==> src/rtl/cbadc_tx_pkg.sv <==
// Shared types for the control-bit stream transmitter.
package cbadc_tx_pkg;

  // Control-vector width; tracks the FIR decimator's input width (Coefficients_FIR1::N).
  localparam int unsigned CtrlWidth = 4;

  typedef enum logic [1:0] {
    StIdle,
    StPrime,
    StRun,
    StFault
  } tx_state_e;

endpackage

==> src/rtl/ctrl_fifo.sv <==
// Synchronous FIFO with occupancy count, flush, and async active-low reset.
module ctrl_fifo #(
  parameter int unsigned Width = 4,
  parameter int unsigned Depth = 32,
  localparam int unsigned LvlW = $clog2(Depth + 1)
) (
  input  logic             clk,
  input  logic             rst,
  input  logic             push,
  input  logic             pop,
  input  logic             flush,
  input  logic [Width-1:0] wdata,
  output logic [Width-1:0] rdata,
  output logic [LvlW-1:0]  level,
  output logic             empty,
  output logic             full
);

  localparam int unsigned PtrW = $clog2(Depth);

  logic [Width-1:0] mem_q [Depth];
  logic [PtrW-1:0]  wptr_q, rptr_q;
  logic [LvlW-1:0]  level_q;
  logic             do_push, do_pop;

  assign empty   = (level_q == '0);
  assign full    = (level_q == LvlW'(Depth));
  assign do_push = push && !full;
  assign do_pop  = pop && !empty;
  assign rdata   = mem_q[rptr_q];
  assign level   = level_q;

  always_ff @(posedge clk or negedge rst) begin
    if (!rst) begin
      wptr_q  <= '0;
      rptr_q  <= '0;
      level_q <= '0;
    end else if (flush) begin
      wptr_q  <= '0;
      rptr_q  <= '0;
      level_q <= '0;
    end else begin
      if (do_push) wptr_q <= wptr_q + 1'b1;
      if (do_pop)  rptr_q <= rptr_q + 1'b1;
      level_q <= level_q + LvlW'(do_push) - LvlW'(do_pop);
    end
  end

  // Storage needs no reset; validity is tracked by the pointers.
  always_ff @(posedge clk) begin
    if (do_push && !flush) mem_q[wptr_q] <= wdata;
  end

endmodule

==> src/rtl/cbadc_ctrl_tx.sv <==
// Replays buffered control vectors one per clock onto the decimator input,
// with OSR frame phase, frame-start strobe and sticky underrun detection.
module cbadc_ctrl_tx
  import cbadc_tx_pkg::*;
#(
  parameter int unsigned N           = CtrlWidth,
  parameter int unsigned OSR         = 12,
  parameter int unsigned DEPTH       = 32,
  parameter int unsigned PRIME_LEVEL = OSR,
  localparam int unsigned PhW        = $clog2(OSR),
  localparam int unsigned LvlW       = $clog2(DEPTH + 1)
) (
  input  logic            clk,
  input  logic            rst,
  input  logic [N-1:0]    s_data,
  input  logic            s_valid,
  output logic            s_ready,
  input  logic            start,
  input  logic            stop,
  output logic [N-1:0]    ctrl_out,
  output logic            ctrl_valid,
  output logic [PhW-1:0]  phase,
  output logic            frame_start,
  output logic            underrun,
  output logic [LvlW-1:0] level
);

  tx_state_e      state_q, state_d;
  logic [N-1:0]   data_q, data_d;
  logic           valid_q, valid_d;
  logic [PhW-1:0] ph_q, ph_d, emit_ph;
  logic           und_q, und_d;
  logic           pend_q, pend_d;
  logic           last_q, last_d;

  logic           fifo_push, fifo_pop, fifo_flush, fifo_empty, fifo_full;
  logic [N-1:0]   fifo_rdata;

  assign s_ready   = !fifo_full;
  assign fifo_push = s_valid && s_ready;

  ctrl_fifo #(
    .Width (N),
    .Depth (DEPTH)
  ) u_fifo (
    .clk   (clk),
    .rst   (rst),
    .push  (fifo_push),
    .pop   (fifo_pop),
    .flush (fifo_flush),
    .wdata (s_data),
    .rdata (fifo_rdata),
    .level (level),
    .empty (fifo_empty),
    .full  (fifo_full)
  );

  always_ff @(posedge clk or negedge rst) begin
    if (!rst) begin
      state_q <= StIdle;
      data_q  <= '0;
      valid_q <= 1'b0;
      ph_q    <= '0;
      und_q   <= 1'b0;
      pend_q  <= 1'b0;
      last_q  <= 1'b0;
    end else begin
      state_q <= state_d;
      data_q  <= data_d;
      valid_q <= valid_d;
      ph_q    <= ph_d;
      und_q   <= und_d;
      pend_q  <= pend_d;
      last_q  <= last_d;
    end
  end

  always_comb begin
    state_d = state_q;
    unique case (state_q)
      StIdle:  if (start && !stop) state_d = StPrime;
      StPrime: begin
        if (stop)                            state_d = StIdle;
        else if (32'(level) >= PRIME_LEVEL)  state_d = StRun;
      end
      StRun: begin
        if (last_q)          state_d = StIdle;
        else if (fifo_empty) state_d = StFault;
      end
      StFault: begin
        if (stop)       state_d = StIdle;
        else if (start) state_d = StPrime;
      end
      default: state_d = StIdle;
    endcase
  end

  // Phase of the vector the next pop presents; a fresh run always begins at 0.
  assign emit_ph = !valid_q ? '0 : (ph_q == PhW'(OSR - 1)) ? '0 : ph_q + 1'b1;

  always_comb begin
    fifo_pop   = 1'b0;
    fifo_flush = 1'b0;
    data_d     = data_q;
    valid_d    = valid_q;
    ph_d       = ph_q;
    und_d      = und_q;
    pend_d     = pend_q;
    last_d     = last_q;
    unique case (state_q)
      StRun: begin
        if (last_q || fifo_empty) begin
          data_d     = '0;
          valid_d    = 1'b0;
          ph_d       = '0;
          pend_d     = 1'b0;
          last_d     = 1'b0;
          und_d      = und_q || !last_q;
          fifo_flush = !last_q;
        end else begin
          fifo_pop = 1'b1;
          data_d   = fifo_rdata;
          valid_d  = 1'b1;
          ph_d     = emit_ph;
          // A stop seen only at the edge emitting OSR-1 is deferred a full frame.
          if (pend_q && emit_ph == PhW'(OSR - 1)) begin
            last_d = 1'b1;
            pend_d = 1'b0;
          end else if (stop) begin
            pend_d = 1'b1;
          end
        end
      end
      StFault: begin
        data_d  = '0;
        valid_d = 1'b0;
        ph_d    = '0;
        pend_d  = 1'b0;
        last_d  = 1'b0;
        if (start && !stop) und_d = 1'b0;
      end
      default: begin
        data_d  = '0;
        valid_d = 1'b0;
        ph_d    = '0;
        pend_d  = 1'b0;
        last_d  = 1'b0;
      end
    endcase
  end

  assign ctrl_out    = data_q;
  assign ctrl_valid  = valid_q;
  assign phase       = ph_q;
  assign frame_start = valid_q && (ph_q == '0);
  assign underrun    = und_q;

endmodule

==> config.mk <==
export PLATFORM = sky130hd
export DESIGN_NAME = cbadc_ctrl_tx
export DESIGN_NICKNAME = d
export VERILOG_FILES = /design/src/rtl/cbadc_tx_pkg.sv /design/src/rtl/ctrl_fifo.sv /design/src/rtl/cbadc_ctrl_tx.sv
export SDC_FILE = /design/constraint.sdc
export NUM_CORES = 1
export LEC_CHECK = 0
export BUFFER_PORTS_ARGS = -buffer_cell sky130_fd_sc_hd__buf_4
export CORE_UTILIZATION = 30
export DETAILED_ROUTE_END_ITERATION = 10
export HOLD_SLACK_MARGIN = 0.06
export PLACE_DENSITY_LB_ADDON = 0.2
export SLEW_MARGIN = 10
export SYNTH_ARGS = -nofsm -noshare
export SYNTH_HDL_FRONTEND = slang
export SYNTH_HIERARCHICAL = 1
export SYNTH_SLANG_ARGS = --single-unit
==> constraint.sdc <==
create_clock -name clk -period 3.68 [get_ports clk]
set_input_delay 0.184 -clock clk [delete_from_list [all_inputs] [get_ports clk]]
set_output_delay 0.184 -clock clk [all_outputs]
set_load 0.05 [all_outputs]
==> reports/qor.csv <==
metric,value,unit
Critical Path Source Type,register,
Core Box Area,22000,sq um
CTS tree,built,
"area leader, netlist",edfxtp_1,
Sequential Area,4600,sq um
VDD IR max,261,uV
Gate Count Post-Synth,423,
Die Y,153,um
Via-to-Cell Ratio,4.95,
wire per inst,18.6,um
Critical R2R Capture,u_fifo/mem_q[5][1],
TritonRoute pass-1 iters,7,
I/O Buffers,26,
Setup TNS,0,ps
min Tclk post-route,3090,ps
Critical Path AT,3160,ps
Routed Antenna Nets,0,
worst path bufs/invs,3,
"Slowest-stage cell, CP",nor2_1,
"CTS clk-pin slew, worst paths",70,ps
"critical path fanouts, max",8,
die width,153,um
number of enable flip-flop cells after synthesis,128,
Cell Rows,54,
GRT Total Usage,12.9,%
yosys warns,6,
most frequent cells in the layout,"edfxtp_1 (128), nor2_1 (49), buf_4 (32), dfrtp_1 (29), inv_1 (18)",
Via Count,3716,
Post-synth ARST share,19.0,%
drc violations,0,
"commonest non-fill, non-tap cell in the layout",edfxtp_1,
leak pwr,2.83,nW
R2R Setup Slk,590,ps
Slew Limit Fails,0,
Synth top area share,56.4,%
fillcell total,2074,
cell mode on critical path,inv_1,
DPL Wire Length,9280,um
# diodes,0,
clk buf depth,2,
area of the multi-input gates,2040,sq um
CTS buffer count,17,
"Endpoint, Worst Hold",underrun,
vias in the first global route,3838,
first-pass GRT wire length,22400,um
total gr overflow,0,
Yosys reg bits,158,
Num Clock Sinks,158,
worst min-delay path class,primary input to register,
unrepaired setup endpoints after global routing,false,
PD cells,787,nW/um^2
Final period util,83.9,%
post-CTS sizing,0,
initial core utilization,31.0,%
ys flop type,edfxtp_1,
Worst Max-Slew Pin Slew,679,ps
synthesized area,6820,sq um
critical path's largest stage delay,460,ps
layout net count,485,
Worst R2R Path Depth,9,
Clock Skew,8.19,ps
endpoint type of the worst setup path,register,
final hold vios,0,
hold-critical path depth,3,
clk_lat worst skew,430,ps
Root Buffer,clkbuf_16,
sequential fraction of the synthesis area,67.4,%
Ports,27,
Syn-to-layout area delta,15.4,%
final WL,14000,um
final-report setup violation count,0,
die area,23300,sq um
initial antenna violation count,0,
Synth area leaders,"edfxtp_1 (56%), dfrtp_1 (11%), mux4_1 (5.0%)",
Slew HR,54.8,%
Reg2Reg Launch Point,u_fifo/level[2],
layout cells sized above 1,18.0,%
initial detailed-routing violation count,214,
routability cong.,0.783,
Crit Path Category,register to register,
H-tree depth,4,
crit path cell chain,"inv_1, ha_1, nand4bb_1, inv_1, nor2b_1, inv_1, nor3_1, nand2_1, nor2_1",
Max Cap Viol,0,
outcome,"finished, final reports clean",
cell family with most CP delay,simple AND/OR/NAND/NOR gates,
Max Clock Freq,324,MHz
Syn Area/Cell,16.1,sq um
Worst EP required,3750,ps
syn nets,449,
count of cell types in the netlist,57,
largest net degree at the start of global routing,33,
min-delay src,start,
final core utilization,35.7,%
==> flip-flops by register name (all words and copies together) (netlist names) <==
signal,cells
ctrl_valid,1
phase,4
u_fifo/level,6
underrun,1
u_fifo/wptr_q,5
ctrl_out,4
pend_q,1
state_q,2
last_q,1
u_fifo/rptr_q,5
u_fifo/mem_q,128
==> power breakdown <==
part           switching, mW  internal, mW
clock                  0.746         0.885
sequential             0.284          2.17
combinational           1.21         0.902
total                   2.24          3.95
==> Yosys cell counts (2+ instances only) <==
| library cell | number |
|---|---|
| a211oi_1 | 7 |
| a21o_1 | 3 |
| a21oi_1 | 10 |
| a221oi_1 | 2 |
| a22o_1 | 3 |
| a22oi_1 | 4 |
| a31oi_1 | 2 |
| and2_1 | 7 |
| and3_1 | 3 |
| buf_6 | 3 |
| clkbuf_1 | 10 |
| dfrtp_1 | 30 |
| edfxtp_1 | 128 |
| ha_1 | 16 |
| inv_1 | 18 |
| mux2i_1 | 14 |
| mux4_1 | 13 |
| mux4_2 | 13 |
| nand2_1 | 13 |
| nand2b_1 | 2 |
| nand3_1 | 9 |
| nand3b_1 | 3 |
| nand4bb_1 | 2 |
| nor2_1 | 49 |
| nor2b_1 | 7 |
| nor3_1 | 3 |
| nor4_1 | 2 |
| o21ai_0 | 2 |
| o21bai_1 | 2 |
| o221ai_1 | 4 |
| o22ai_1 | 3 |
| or3_1 | 2 |
| or3b_2 | 2 |
| xnor2_1 | 5 |
| xor2_1 | 5 |
==> metal layers <==
layer	vias up	global-route usage [%]	routed length, um	part of all wire (%)
li1	1709	-	-	-
met1	1898	17.3	6380	46
met5	-	0	0	0
met2	90	20.6	6720	48
met3	19	2.82	672	4.8
met4	0	4.71	232	1.7
==> worst reg2reg max path, delay by kind of cell, from the launching register on <==
family | cells | cell delay [ps]
flops | 1 | 410
simple gates | 5 | 1810
buf+inv | 3 | 310
fa+ha+maj | 1 | 210
==> timing repair <==
item                                   in CTS  in global routing
endpoints found under the hold margin      32                  0
hold buffers                                2                  0
setup buffers                               0                  0
==> how the worst max path moves through the flow <==
| stage | from | endpoint | slack, ps | cells past startpoint |
|---|---|---|---|---|
| after detailed placement | u_fifo/level[2] | u_fifo/mem_q[5][2] | 610 | 9 |
| after global routing | u_fifo/level[2] | u_fifo/mem_q[21][1] | 320 | 9 |
| after floorplan | u_fifo/level[2] | u_fifo/level[4] | 670 | 14 |
| after global placement | u_fifo/level[2] | u_fifo/level[4] | 710 | 16 |
| after CTS | u_fifo/level[2] | u_fifo/mem_q[5][1] | 590 | 9 |
| final | u_fifo/level[2] | u_fifo/mem_q[5][1] | 590 | 9 |
==> metrics by stage <==
| stage | std cells | area [sq um] | total power [mW] | hold WS (ps) | setup WS (ps) |
|---|---|---|---|---|---|
| finish | 751 | 7870 | 6.20 | 96.6 | 591 |
| global placement | 718 | 7300 | 4.60 | 153 | 711 |
| detailed placement | 718 | 7300 | 4.62 | 156 | 608 |
| global route | 751 | 7870 | 6.54 | 108 | 317 |
| CTS | 751 | 7870 | 6.26 | 83.7 | 585 |
| floorplan | 423 | 6820 | 4.03 | -112 | 666 |
==> cell families after synthesis <==
kind of cell	share of synthesized area, %
flops	67.4
mux	11.4
buf+inv	2.71
xor+xnor	1.28
fa+ha+maj	3.23
simple gates	8.68
compound gates	5.38
==> area by class of cell <==
class	instances	share of cell area (%)
clock buffer	17	5.40
tap	280	4.45
timing repair buffer	34	3.31
clock inverter	14	1.56
sequential	158	58.4
inverter	19	0.970
multi-input combinational	229	25.9
(Power assumes the default switching activity.)
